[config.mk]
export PLATFORM = sky130hd
export DESIGN_NAME = pipe_hazard_ctrl
export DESIGN_NICKNAME = d
export VERILOG_FILES = /design/src/rtl/pipe_hazard_ctrl_pkg.sv /design/src/rtl/pipe_hazard_ctrl.sv
export SDC_FILE = /design/constraint.sdc
export NUM_CORES = 1
export LEC_CHECK = 0
export BUFFER_PORTS_ARGS = -buffer_cell sky130_fd_sc_hd__buf_4
export CAP_MARGIN = 10
export CORE_ASPECT_RATIO = 0.8
export CORE_MARGIN = 5
export CORE_UTILIZATION = 35
export DETAILED_ROUTE_END_ITERATION = 10
export PLACE_DENSITY = 0.78
export SYNTH_ARGS = -nofsm -noshare
export SYNTH_HDL_FRONTEND = slang
export SYNTH_SLANG_ARGS = --single-unit
export TNS_END_PERCENT = 1
[constraint.sdc]
create_clock -name clk -period 1.35 [get_ports clk]
set_input_delay 0.0675 -clock clk [delete_from_list [all_inputs] [get_ports clk]]
set_output_delay 0.0675 -clock clk [all_outputs]
set_load 0.01 [all_outputs]
[src/rtl/pipe_hazard_ctrl_pkg.sv]
// rtl/pipe_hazard_ctrl_pkg.sv - shared state encodings for the pipeline stall/flush sequencer
package pipe_hazard_ctrl_pkg;

  localparam int CTRL_STATE_WIDTH = 2;

  typedef enum logic [CTRL_STATE_WIDTH-1:0] {
    CTRL_IDLE        = 2'd0,
    CTRL_DIV_WAIT    = 2'd1,
    CTRL_FENCE_DRAIN = 2'd2,
    CTRL_WFI_SLEEP   = 2'd3
  } ctrl_state_e;

endpackage

[src/rtl/pipe_hazard_ctrl.sv]
// rtl/pipe_hazard_ctrl.sv - central stall/flush sequencer for the 5-stage core
module pipe_hazard_ctrl
  import pipe_hazard_ctrl_pkg::*;
#(
  parameter int RF_AW = 5
) (
  input  logic             clk,
  input  logic             rst_n,
  input  logic             id_valid,
  input  logic [RF_AW-1:0] id_rf_raddr1,
  input  logic [RF_AW-1:0] id_rf_raddr2,
  input  logic             id_is_fence_inst,
  input  logic             id_fence_tp,
  input  logic             id_is_wfi_inst,
  input  logic             ex_valid,
  input  logic             ex_is_load,
  input  logic             ex_req_rf,
  input  logic [RF_AW-1:0] ex_rd_addr,
  input  logic             ex_is_div,
  input  logic             div_done,
  input  logic             bju_taken,
  input  logic             mem_valid,
  input  logic             mem_busy,
  input  logic             irq_pending,
  input  logic             trap_req,
  output logic             ld_risk,
  output logic             if_stall,
  output logic             id_stall,
  output logic             ex_stall,
  output logic             mem_stall,
  output logic             if_flush,
  output logic             id_flush,
  output logic             ex_flush,
  output logic             div_start,
  output logic             div_kill,
  output logic             refetch,
  output logic             sleeping,
  output logic [CTRL_STATE_WIDTH-1:0] ctrl_state
);

  ctrl_state_e state_q, state_d;
  logic        div_done_q, div_done_d;
  logic        fence_hit;

  assign ld_risk = id_valid & ex_valid & ex_is_load & ex_req_rf & (ex_rd_addr != '0) &
                   ((ex_rd_addr == id_rf_raddr1) | (ex_rd_addr == id_rf_raddr2));

  assign fence_hit  = (state_q == CTRL_FENCE_DRAIN) |
                      ((state_q == CTRL_IDLE) & id_valid & id_is_fence_inst);
  assign ctrl_state = state_q;
  assign sleeping   = (state_q == CTRL_WFI_SLEEP);

  always_ff @(posedge clk or negedge rst_n) begin
    if (!rst_n) begin
      state_q    <= CTRL_IDLE;
      div_done_q <= 1'b0;
    end else begin
      state_q    <= state_d;
      div_done_q <= div_done_d;
    end
  end

  always_comb begin
    state_d    = state_q;
    div_done_d = 1'b0;
    if_stall   = 1'b0;
    id_stall   = 1'b0;
    ex_stall   = 1'b0;
    mem_stall  = 1'b0;
    if_flush   = 1'b0;
    id_flush   = 1'b0;
    ex_flush   = 1'b0;
    div_start  = 1'b0;
    div_kill   = 1'b0;
    refetch    = 1'b0;

    if (trap_req) begin
      if_flush = 1'b1;
      id_flush = 1'b1;
      ex_flush = 1'b1;
      div_kill = (state_q == CTRL_DIV_WAIT);
      state_d  = CTRL_IDLE;
    end else if (mem_busy) begin
      if_stall  = 1'b1;
      id_stall  = 1'b1;
      ex_stall  = 1'b1;
      mem_stall = 1'b1;
      // A divider result landing under a bus stall must survive until the bus frees up.
      div_done_d = (state_q == CTRL_DIV_WAIT) & (div_done | div_done_q);
    end else if (state_q == CTRL_DIV_WAIT) begin
      if (div_done | div_done_q) begin
        state_d = CTRL_IDLE;
      end else begin
        if_stall = 1'b1;
        id_stall = 1'b1;
        ex_stall = 1'b1;
        ex_flush = 1'b1;
      end
    end else if ((state_q == CTRL_IDLE) & ex_valid & ex_is_div) begin
      div_start = 1'b1;
      if_stall  = 1'b1;
      id_stall  = 1'b1;
      ex_stall  = 1'b1;
      ex_flush  = 1'b1;
      state_d   = CTRL_DIV_WAIT;
    end else if (bju_taken) begin
      // The fence/wfi waiting in ID is wrong-path once flushed, so drop back to IDLE.
      if_flush = 1'b1;
      id_flush = 1'b1;
      state_d  = CTRL_IDLE;
    end else if (ld_risk) begin
      if_stall = 1'b1;
      id_stall = 1'b1;
      id_flush = 1'b1;
    end else if (fence_hit) begin
      if (ex_valid | mem_valid) begin
        if_stall = 1'b1;
        id_stall = 1'b1;
        id_flush = 1'b1;
        state_d  = CTRL_FENCE_DRAIN;
      end else begin
        refetch  = id_fence_tp;
        if_flush = id_fence_tp;
        state_d  = CTRL_IDLE;
      end
    end else if ((state_q == CTRL_IDLE) & id_valid & id_is_wfi_inst) begin
      if_stall = 1'b1;
      id_stall = 1'b1;
      id_flush = 1'b1;
      state_d  = CTRL_WFI_SLEEP;
    end else if (state_q == CTRL_WFI_SLEEP) begin
      if (irq_pending) begin
        state_d = CTRL_IDLE;
      end else begin
        if_stall = 1'b1;
        id_stall = 1'b1;
        id_flush = 1'b1;
      end
    end
  end

endmodule

==> reports/results.txt <==
The flow ran to the end, but the final reports show violations. The final reports fail on negative setup slack. The start-to-end type of the worst setup path was reg -> out. The starting DRC count in detailed routing was 23; the share of final-layout standard cells stronger than drive strength 1 was 64.0%. A synthesized cell averages 7.78 sq um.

The global placement routability congestion was 0.822. The first detailed-routing pass took 4 iterations. The cell type of the slowest stage on the worst timing path was sky130_fd_sc_hd__dfrtp_2. The setup slack of the critical path after layout was -0.317 ns. For met3 alone, demand over resource in global routing was 2.75%. The switching component of the power was 0.232 mW.

The origin of the critical flop-to-flop path is ctrl_state[1]. The tools report the worst relative slew slack as 77.2%. Summing over every cut layer, the via total after detailed routing is 828. The clock transition time at the flip-flop clock pins of the worst setup and hold paths came out at 0.04 ns. Synthesis inferred 3 register bits. The number of max-cap violations was 0.

Hold is met by 0.0818 ns. After detailed routing, the average wire length per cell comes to 15.2 microns. In this run the tool buffered the top-level ports with 44 buffer cells. The final standard cell count with taps included and fillers excluded was 161; the maximum buffer depth of the clock tree was 2. Setup violations remaining at the end of the flow were counted as 10. The number of antenna diodes in the final layout is 0. The tools report the pin count of the biggest net entering global routing as 11. For the pin with the worst max-slew slack, the measured transition is 0.343 ns. From left edge to right edge, the die measures 56.3 microns. The area share of the largest cell type after synthesis is 14.6%, and the power per cell area is 558 nW/um^2.

Counting instances, the worst hold path has a depth of 2. The fmax came out at 0.600 GHz. The type of the tightest min-delay check is in -> reg. From synthesis to final layout, the design area changed by 95.6%.

Global routing used 18.9% of the available tracks. The tools report the total wirelength of the detailed-routed design as 2.44 mm. Among cell families on the critical path, the largest total delay comes from flip-flops. The clock drives 3 sinks. In the final design database the tool counted 171 nets. Walking the worst path, the cells encountered are buf_4 > a2111oi_4 > nand2_1 > nand2_1 > buf_4. Category of the worst setup path launch point: a flip-flop. Setup repair after global routing could not meet its margin everywhere. The final count of pins violating max slew was 0; the site row count was 13. Of the total power, registers draw 16.4%. The internal power summed over all cells came out at 0.422 mW. The share of the Yosys chip area taken by registers is 12.5%. The floorplan step set the die height to 47.0 microns. The run gives 38 as the post-synthesis cell type count.

Summed over all instances, the cell type with the most area after synthesis is sky130_fd_sc_hd__xnor2_1. The clock skew after layout was 0.00212 ns; the first-pass GRT wire length was 3.80 mm. TritonCTS created 3 clock buffers. Clock latency on the worst-skew pair, taken at its later pin, is 0.23 ns. STA puts the critical path data arrival time at 1.60 ns. Global routing consumed, on the met1 layer, 21.6% of the routing resources. The antenna violation net count after detailed routing is 0. The tools report the count of final hold-check violations as 0.

For hold timing, the worst endpoint is div_done_q. For this design the top-level I/O count stands at 45. The detailed-route DRC error count is 0, and the combinational fraction of design power is 59.4%. The clock tree root buffer cell was sky130_fd_sc_hd__clkbuf_4. The required arrival time at the worst endpoint is 1.28 ns. The cell count after synthesis is 77, and the yosys synthesis warning count is 0. The total overflow reported by the global router was 0; the final period demand of the worst path was 1.67 ns. Once placement completed, the tool counted placed cells totaling 148. Of the total power, the share spent switching nets is 35.5%. Sorting the synthesized cells by area gives the leading types as sky130_fd_sc_hd__xnor2_1, sky130_fd_sc_hd__dfrtp_1, sky130_fd_sc_hd__nor2_1.

The worst setup slack for register-to-register paths was -0.25 ns. Critical path capture point type: a primary output. The global routing met2 resource utilization was 35.7%; the die area was 2650 sq um.

The worst-case IR drop observed on VDD is 0.326 mV. The run gives 0 as the initial antenna violation count. The total area inside the core boundary comes to 1630 sq um. For this run, the slowest stage of the critical path takes 0.46 ns.

After synthesis the cells add up to 599 sq um. Along the worst path, the maximum fanout reaches 6. The initial core utilization is 36.8%, and the sum of net half-perimeters after detailed placement is 1.70 mm.

The layer flagged by global routing as most heavily used is met2. The post-detailed-route via-to-cell ratio is 5.14, and the number of buffer and inverter stages on the critical path is 2. The logs give 1 for the H-tree depth and 853 for the via count of the first global-routing pass.

Cell depth of the worst flop-to-flop path: 7. The share of total power dissipated in the clock network is 24.2%. In this run the critical register-to-register path is captured at ctrl_state[0]. In this run the static leakage power is 0.517 nW. The beginning of the worst hold path was trap_req.

TritonCTS built the clock tree. The number of nets in the synthesized netlist is 108. The final worst-path cycle share came out at 123%.
[cell families after synthesis]
group,count (synthesis),share of synthesized area [%]
mux,1,1.88
xor+xnor,10,14.6
simple gates,33,33.0
compound gates,23,30.5
buf+inv,7,7.52
flops,3,12.5
[metal layers]
layer	vias to the layer above	routed length, microns
li1	401	-
met4	0	36
met1	390	1010
met2	33	1250
met5	-	0
met3	4	135
[worst max-delay path by stage]
stage | startpoint | end | slack [ns] | depth (start not counted)
final | ctrl_state[1] | ex_stall | -0.32 | 5
after floorplan | ctrl_state[0] | if_stall | -0.18 | 6
after detailed placement | ctrl_state[0] | ctrl_state[0] | -0.17 | 6
after CTS | ctrl_state[0] | id_stall | -0.30 | 7
after global routing | ctrl_state[0] | id_stall | -0.39 | 7
after global placement | ctrl_state[0] | id_flush | -0.14 | 6
[power by group through the flow]
| stage | registers [mW] | logic, mW | clock network (mW) |
|---|---|---|---|
| floorplan | 0.104 | 0.169 | 0 |
| global placement | 0.108 | 0.322 | 0 |
| detailed placement | 0.108 | 0.329 | 0 |
| CTS | 0.107 | 0.378 | 0.163 |
| global route | 0.108 | 0.415 | 0.171 |
| finish | 0.107 | 0.388 | 0.158 |
[worst reg2reg max path, delay by kind of cell (launching register included)]
kind | cells | cell delay (ns)
flip-flops | 1 | 0.45
AO/OA/AOI/OAI | 3 | 0.40
multiplexers | 1 | 0.35
buffers and inverters | 2 | 0.23
AND/OR/NAND/NOR | 1 | 0.04
[stage by stage]
step,power (mW),instance area [sq um],TNS (ns),utilization (%),worst slack [ns]
6_report,0.654,1170,-2.61,72.1,-0.317
3_3_place_gp,0.430,1020,-0.932,62.6,-0.142
3_5_place_dp,0.437,1020,-1.17,62.6,-0.167
4_1_cts,0.648,1160,-2.52,71.5,-0.304
5_1_grt,0.695,1170,-3.39,72.1,-0.390
2_1_floorplan,0.274,627,-0.354,-,-0.175
[Yosys cell counts, drive strengths merged]
library cell and n:
a2111oi 1, a211oi 1, a21oi 6, a221oi 1, a2bb2oi 1, a31oi 1, and2 2, buf 3
clkbuf 1, dfrtp 3, inv 3, mux2 1, nand2 8, nand2b 1, nand3 2, nand4 1
nand4bb 1, nor2 8, nor2b 2, nor3 3, nor3b 1, nor4 2, nor4b 1, o21a 1
o21ai 7, o21bai 1, o22ai 1, o2bb2ai 1, o31ai 1, or2 1, xnor2 10
[registers in the layout, indices dropped and copies added (netlist names)]
signal,count
ctrl_state,2
div_done_q,1
[cell type report]
cell class	count	area, sq um
Clock buffer	4	26.3
Fill cell	111	454
Inverter	3	11.3
Multi-Input combinational cell	67	551
Sequential cell	3	77.6
Tap cell	22	27.5
Timing Repair Buffer	62	479
[repair_timing]
item	CTS	global route
hold endpoints to repair	3	0
hold buffers	1	0
resized for setup	16	2
setup endpoints to repair	11	12
buffers inserted	8	0
pin swaps	7	3
[placed cells by master (no fill, tap or decap), types with 2 or more instances in the layout]
cell and n:
sky130_fd_sc_hd__nor3_2 2, sky130_fd_sc_hd__a21oi_2 5, sky130_fd_sc_hd__nand2_1 7, sky130_fd_sc_hd__buf_6 3
sky130_fd_sc_hd__buf_4 58, sky130_fd_sc_hd__xnor2_1 10, sky130_fd_sc_hd__clkbuf_4 3, sky130_fd_sc_hd__and2_1 2
sky130_fd_sc_hd__o21ai_2 4, sky130_fd_sc_hd__nor2_1 6, sky130_fd_sc_hd__inv_1 3, sky130_fd_sc_hd__dfrtp_2 2
sky130_fd_sc_hd__o21ai_1 3, sky130_fd_sc_hd__nand3_1 2
No activity file was read; power rests on OpenSTA's default activity.
